<file path="src/rtl/id_ex_operand_stage.sv">
// id_ex_operand_stage
//   ID/EX pipeline register followed by the execute-stage operand selection
//   that feeds the alu. Decoded operands and control are captured every cycle
//   unless the hazard unit stalls (hold) or flushes (bubble) the stage.
//   Forwarding muxes pick the alu operands. The branch decision returned by
//   the alu in the same cycle resolves PCSrcE. PCTargetE is always PCE + ImmExtE;
//   JALR targets are produced outside this block.
//
// Ports
//   clk, rst              rising-edge clock, synchronous active-high reset
//   StallE, FlushE        hazard-unit hold / bubble requests (flush wins)
//   RD1D, RD2D            register-file read data from decode
//   PCD, ImmExtD          decode PC and extended immediate
//   Rs1D, Rs2D, RdD       source / destination register indices
//   ALUControlD, ALUSrcD  alu opcode and SrcB select (1 = immediate)
//   RegWriteD, MemWriteD, BranchD, JumpD, ResultSrcD   decoded control
//   ForwardAE, ForwardBE  00/11 register, 01 ResultW, 10 ALUResultM
//   ResultW, ALUResultM   forwarding sources from later stages
//   ALU_branch            branch condition from the alu (same cycle)
//   SrcAE, SrcBE, ALUControlE   alu operands and opcode
//   WriteDataE            forwarded RD2 (store data)
//   PCTargetE, PCPlus4E   PCE + ImmExtE and PCE + 4, both wrap modulo 2^XLEN
//   PCSrcE                (BranchE & ALU_branch) | JumpE
//   Rs1E, Rs2E, RdE       registered indices for the hazard unit
//   RegWriteE, MemWriteE, ResultSrcE   registered control for later stages
module id_ex_operand_stage #(
  parameter int XLEN = 32,
  parameter int RW   = 5
) (
  input  logic            clk,
  input  logic            rst,
  input  logic            StallE,
  input  logic            FlushE,
  input  logic [XLEN-1:0] RD1D,
  input  logic [XLEN-1:0] RD2D,
  input  logic [XLEN-1:0] PCD,
  input  logic [XLEN-1:0] ImmExtD,
  input  logic [RW-1:0]   Rs1D,
  input  logic [RW-1:0]   Rs2D,
  input  logic [RW-1:0]   RdD,
  input  logic [3:0]      ALUControlD,
  input  logic            ALUSrcD,
  input  logic            RegWriteD,
  input  logic            MemWriteD,
  input  logic            BranchD,
  input  logic            JumpD,
  input  logic [1:0]      ResultSrcD,
  input  logic [1:0]      ForwardAE,
  input  logic [1:0]      ForwardBE,
  input  logic [XLEN-1:0] ResultW,
  input  logic [XLEN-1:0] ALUResultM,
  input  logic            ALU_branch,
  output logic [XLEN-1:0] SrcAE,
  output logic [XLEN-1:0] SrcBE,
  output logic [3:0]      ALUControlE,
  output logic [XLEN-1:0] WriteDataE,
  output logic [XLEN-1:0] PCTargetE,
  output logic [XLEN-1:0] PCPlus4E,
  output logic            PCSrcE,
  output logic [RW-1:0]   Rs1E,
  output logic [RW-1:0]   Rs2E,
  output logic [RW-1:0]   RdE,
  output logic            RegWriteE,
  output logic            MemWriteE,
  output logic [1:0]      ResultSrcE
);

  localparam logic [XLEN-1:0] ZERO_X = {XLEN{1'b0}};
  localparam logic [RW-1:0]   ZERO_R = {RW{1'b0}};
  localparam logic [XLEN-1:0] FOUR_X = {{(XLEN-3){1'b0}}, 3'b100};

  logic [XLEN-1:0] rd1_r, rd2_r, pc_r, imm_r;
  logic [RW-1:0]   rs1_r, rs2_r, rd_r;
  logic [3:0]      alu_ctrl_r;
  logic            alu_src_r, reg_write_r, mem_write_r, branch_r, jump_r;
  logic [1:0]      result_src_r;

  logic [XLEN-1:0] src_a_s, write_data_s, src_b_s;

  // ID/EX register: reset, then flush (bubble = add, no side effects), then stall hold.
  always_ff @(posedge clk) begin
    if (rst || FlushE) begin
      rd1_r        <= ZERO_X;
      rd2_r        <= ZERO_X;
      pc_r         <= ZERO_X;
      imm_r        <= ZERO_X;
      rs1_r        <= ZERO_R;
      rs2_r        <= ZERO_R;
      rd_r         <= ZERO_R;
      alu_ctrl_r   <= 4'b0000;
      alu_src_r    <= 1'b0;
      reg_write_r  <= 1'b0;
      mem_write_r  <= 1'b0;
      branch_r     <= 1'b0;
      jump_r       <= 1'b0;
      result_src_r <= 2'b00;
    end else if (!StallE) begin
      rd1_r        <= RD1D;
      rd2_r        <= RD2D;
      pc_r         <= PCD;
      imm_r        <= ImmExtD;
      rs1_r        <= Rs1D;
      rs2_r        <= Rs2D;
      rd_r         <= RdD;
      alu_ctrl_r   <= ALUControlD;
      alu_src_r    <= ALUSrcD;
      reg_write_r  <= RegWriteD;
      mem_write_r  <= MemWriteD;
      branch_r     <= BranchD;
      jump_r       <= JumpD;
      result_src_r <= ResultSrcD;
    end
  end

  // SrcA forwarding mux; x0 always reads as zero, even if a forward is requested.
  always_comb begin
    src_a_s = rd1_r;
    if (rs1_r == ZERO_R) begin
      src_a_s = ZERO_X;
    end else begin
      case (ForwardAE)
        2'b01:   src_a_s = ResultW;
        2'b10:   src_a_s = ALUResultM;
        default: src_a_s = rd1_r;
      endcase
    end
  end

  // Store-data forwarding mux, same x0 rule as SrcA.
  always_comb begin
    write_data_s = rd2_r;
    if (rs2_r == ZERO_R) begin
      write_data_s = ZERO_X;
    end else begin
      case (ForwardBE)
        2'b01:   write_data_s = ResultW;
        2'b10:   write_data_s = ALUResultM;
        default: write_data_s = rd2_r;
      endcase
    end
  end

  // SrcB picks the immediate or the forwarded register value.
  always_comb begin
    src_b_s = write_data_s;
    if (alu_src_r) begin
      src_b_s = imm_r;
    end else begin
      src_b_s = write_data_s;
    end
  end

  assign SrcAE       = src_a_s;
  assign SrcBE       = src_b_s;
  assign WriteDataE  = write_data_s;
  assign ALUControlE = alu_ctrl_r;
  // Both adders drop the carry out, so targets wrap around the address space.
  assign PCTargetE   = pc_r + imm_r;
  assign PCPlus4E    = pc_r + FOUR_X;
  assign PCSrcE      = (branch_r & ALU_branch) | jump_r;
  assign Rs1E        = rs1_r;
  assign Rs2E        = rs2_r;
  assign RdE         = rd_r;
  assign RegWriteE   = reg_write_r;
  assign MemWriteE   = mem_write_r;
  assign ResultSrcE  = result_src_r;

endmodule

</file>
<file path="config.mk">
export PLATFORM = sky130hd
export DESIGN_NAME = id_ex_operand_stage
export DESIGN_NICKNAME = d
export VERILOG_FILES = /design/src/rtl/id_ex_operand_stage.sv
export SDC_FILE = /design/constraint.sdc
export NUM_CORES = 1
export LEC_CHECK = 0
export CAP_MARGIN = 5
export CELL_PAD_IN_SITES_DETAIL_PLACEMENT = 1
export CELL_PAD_IN_SITES_GLOBAL_PLACEMENT = 2
export CORE_MARGIN = 3
export CORE_UTILIZATION = 35
export CTS_CLUSTER_SIZE = 40
export DETAILED_ROUTE_END_ITERATION = 8
export DONT_BUFFER_PORTS = 1
export PLACE_DENSITY_LB_ADDON = 0.1
export RECOVER_POWER = 100
export SLEW_MARGIN = 20
export SYNTH_ARGS = -nofsm -noshare
export SYNTH_HDL_FRONTEND = slang
export SYNTH_SLANG_ARGS = --single-unit
</file>
<file path="constraint.sdc">
create_clock -name clk -period 3.8 [get_ports clk]
set_clock_uncertainty 0.1 [all_clocks]
set_input_delay 0.38 -clock clk [delete_from_list [all_inputs] [get_ports clk]]
set_output_delay 0.38 -clock clk [all_outputs]
set_load 0.005 [all_outputs]
</file>
==> results by group <==
STA
  – Unrepaired setup endpoints after global routing: no
  – Fin. Hold Viols: 0
  – Fmax: 279 MHz
  – Setup Viol. Count Final: 0
  – Worst Max-Slew Pin Slew: 2210 ps
  – Setup TNS: 0 ps
  – Slew headroom: -47.4%
  – Fin. max-slew vios: 91
  – Min cycle time layout: 3580 ps
  – Crit share post-route: 94.2%

Clocking
  – CTS max path bufs: 2
  – Sink Count: 154
  – H-tree lvl count: 4
  – Setup bufs post-CTS: 0
  – CTS tree: done
  – Clk Latency, worst-skew pair: 430 ps
  – Root Buffer: clkbuf_16
  – Reg clk slew, reported paths: 80 ps
  – CTS Buf Count: 17

Outcome
  – Failing checks: max-capacitance violations, max-slew violations
  – Outcome: finished with violations

GRT
  – Congestion Overflow GR: 0
  – Overall Global Routing Usage: 25.8%
  – Antenna violations before repair: 1
  – Vias in the first global route: 9830
  – First-pass GRT wire length: 60500 um
  – Largest net degree at the start of global routing: 155

Min path
  – Tightest Hold Check Type: input pin to register

Yosys
  – Synth area leader: dfxtp_1
  – Distinct cells, synth: 62
  – Number of synthesis warnings: 0
  – Post-synth top area share: 31.8%
  – Post-synth EDFFs: 0
  – Adder-Cell Fraction of Synth Area: 4.85%
  – Top FF cell, synth: dfxtp_1
  – XOR/XNOR Fraction of Synth Area: 4.69%
  – Combinational family with the most area after synthesis: simple AND/OR/NAND/NOR gates
  – Multiplexer share of the synthesized area: 15.9%
  – Ranking of synthesized cells by area: dfxtp_1 (32%), mux2i_1 (16%), nor2_1 (12%), a22oi_1 (5.0%), ha_1 (4.6%)
  – Sequential element share of the synthesized area: 31.8%
  – Simple-gate area share of the yosys netlist: 19.5%
  – Synth Net Count: 1478
  – Synthesized flop and latch total: 154
  – Synth Area per Inst: 7.99 um2
  – Synth Instances: 1214
  – Mapped Area: 0.00970 mm2
  – Async set or reset register ratio after synthesis: 0%
  – Compound-gate portion of the synthesized area: 19.1%

Placed design
  – Hpwl dp: 29400 um
  – Gpl congestion: 0.860
  – Port bufs: 0
  – Dpl cells: 1511

Floorplanning
  – Die height: 173 um
  – I/O pin cnt: 411
  – Die footprint: 0.0298 mm2
  – Initial Util: 35.8%
  – Placement row count: 60
  – Die width: 173 um
  – Core box area: 0.0271 mm2

Finish
  – Layout Cells excl Fill: 1691
  – Area Overhead vs Synth: 23.9%
  – Commonest cells after routing, fill and taps aside: nor2_1 (309), mux2i_1 (154), dfxtp_1 (153), dlygate4sd3_1 (147), a21oi_1 (89)
  – Nets: 1569
  – Layout Utilization: 44.4%
  – Commonest non-fill, non-tap cell in the layout: nor2_1
  – Share of cells above drive strength 1: 5.24%
  – Fillers: 3250

Detailed routing
  – Vias: 9420
  – WL/cell: 23.4 um
  – DRC viols: 0
  – Wire length on met3: 2440 um
  – Wire length on met2: 19400 um
  – WL final: 39600 um
  – Final ANT Viol Nets: 0
  – Top layer in use: met4
  – 1st-pass router iterations: 5
  – DR iter-0 viols: 512
  – Post-Route M1 WL: 16800 um
  – Via/cell ratio: 5.57

Pwr
  – Power per Cell Area: 363 mW/mm2
  – Worst VDD drop: 0.000218 V
  – Leakage: 5.06 nW
  – Final Power: 4.36 mW

Setup path
  – Max incr delay on CP: 460 ps
  – CP cell instances: ha_1, fa_1, a211oi_2, o211ai_1, a21oi_4, o31ai_4, a311o_1, or4_1
  – CP max stage cell: or4_1
  – Max Fanout on Critical Path: 4
  – Worst setup SP type: register
  – Arr. time, crit path: 3100 ps
  – WS Path Type: register to output pin
  – CP endpoint kind: output pin
  – Req. time, crit path: 3320 ps

Flow run
  – Max_cap viols: 3
synthesized netlist by cell type (3+ instances only):
cell type / count
nand3_1: 12
dfxtp_1: 154
and3_2: 3
o21ai_0: 15
and2_1: 6
nor3_1: 7
nand2_1: 64
ha_1: 36
xor2_1: 21
and3_1: 11
a221o_1: 4
o21a_1: 3
inv_1: 9
nand4_1: 15
buf_1: 17
clkbuf_1: 53
a21o_1: 15
a22oi_1: 64
o211ai_1: 3
a21oi_2: 3
a21oi_1: 89
mux2i_1: 154
a211oi_1: 9
nor4_1: 3
xnor2_1: 31
and4_1: 6
or4_1: 3
buf_2: 13
nor2_1: 311
o31ai_1: 34
repair_timing:
| item | in CTS | in global routing |
|---|---|---|
| gates resized for setup | 0 | 0 |
| endpoints found under the hold margin | 141 | 0 |
| hold buffers | 147 | 0 |
layout make-up:
| type | instances | area (um2) | area share (%) |
|---|---|---|---|
| antenna | 1 | 2.50 | 0.0208 |
| clock buffer | 17 | 425 | 3.54 |
| clock inverter | 15 | 221 | 1.84 |
| inverter | 9 | 33.8 | 0.281 |
| multi-input combinational | 962 | 6210 | 51.7 |
| sequential | 154 | 3080 | 25.7 |
| tap | 372 | 465 | 3.87 |
| timing repair buffer | 161 | 1580 | 13.1 |
metal layers:
layer	global-route usage, %	vias to the layer above
met1	32.1	4561
met4	7.40	0
met2	44.2	315
li1	-	4495
met5	0	-
met3	6.38	49
report_power, final:
| group | internal (mW) | leakage [nW] | switching [mW] |
|---|---|---|---|
| clock network | 1.13 | 0.312 | 0.807 |
| registers | 1.67 | 1.26 | 0.0545 |
| logic | 0.308 | 3.49 | 0.397 |
| total | 3.10 | 5.06 | 1.26 |
final timing paths:
check                 from            end  slack, ps  cells past startpoint
hold reg to reg   rd2_r[9]       rd2_r[9]        400                      2
setup / recovery   pc_r[0]  PCTargetE[28]        220                      8
hold / removal    RD1D[27]      rd1_r[27]         20                      2
setup reg to reg   Rs2E[2]        Rs2E[2]       2350                      3
stage by stage:
| stage | area [um2] | setup WS, ps | hold slack [ps] |
|---|---|---|---|
| final | 12000 | 221 | 18.1 |
| after global routing | 12000 | 59.1 | 2.51 |
| after CTS | 12100 | 241 | 0.471 |
| after detailed placement | 9940 | 719 | 387 |
| after global placement | 9940 | 746 | 375 |
| after floorplan | 9700 | 987 | 364 |
logic make-up after synthesis:
kind of cell,Yosys count
AOI/OAI and AO/OA,268
xor gates and xnor gates,52
adders and majority gates,37
buffers and inverters,98
DFF,154
muxes,154
and+or+nand+nor,451
state kept, by name, summed over array words and instances, names as in the netlist:
signal / count
MemWriteE: 1
imm_r: 32
pc_r: 32
RdE: 5
ResultSrcE: 2
Rs2E: 5
jump_r: 1
RegWriteE: 1
rd2_r: 32
ALUControlE: 4
rd1_r: 32
branch_r: 1
alu_src_r: 1
Rs1E: 5
worst max-delay path: cells and delay by family, from the launching register on:
| kind | cells | cell delay [ps] |
|---|---|---|
| compound gates | 5 | 1170 |
| fa+ha+maj | 2 | 700 |
| simple gates | 1 | 460 |
| flops | 1 | 340 |
(Power assumes the default switching activity.)
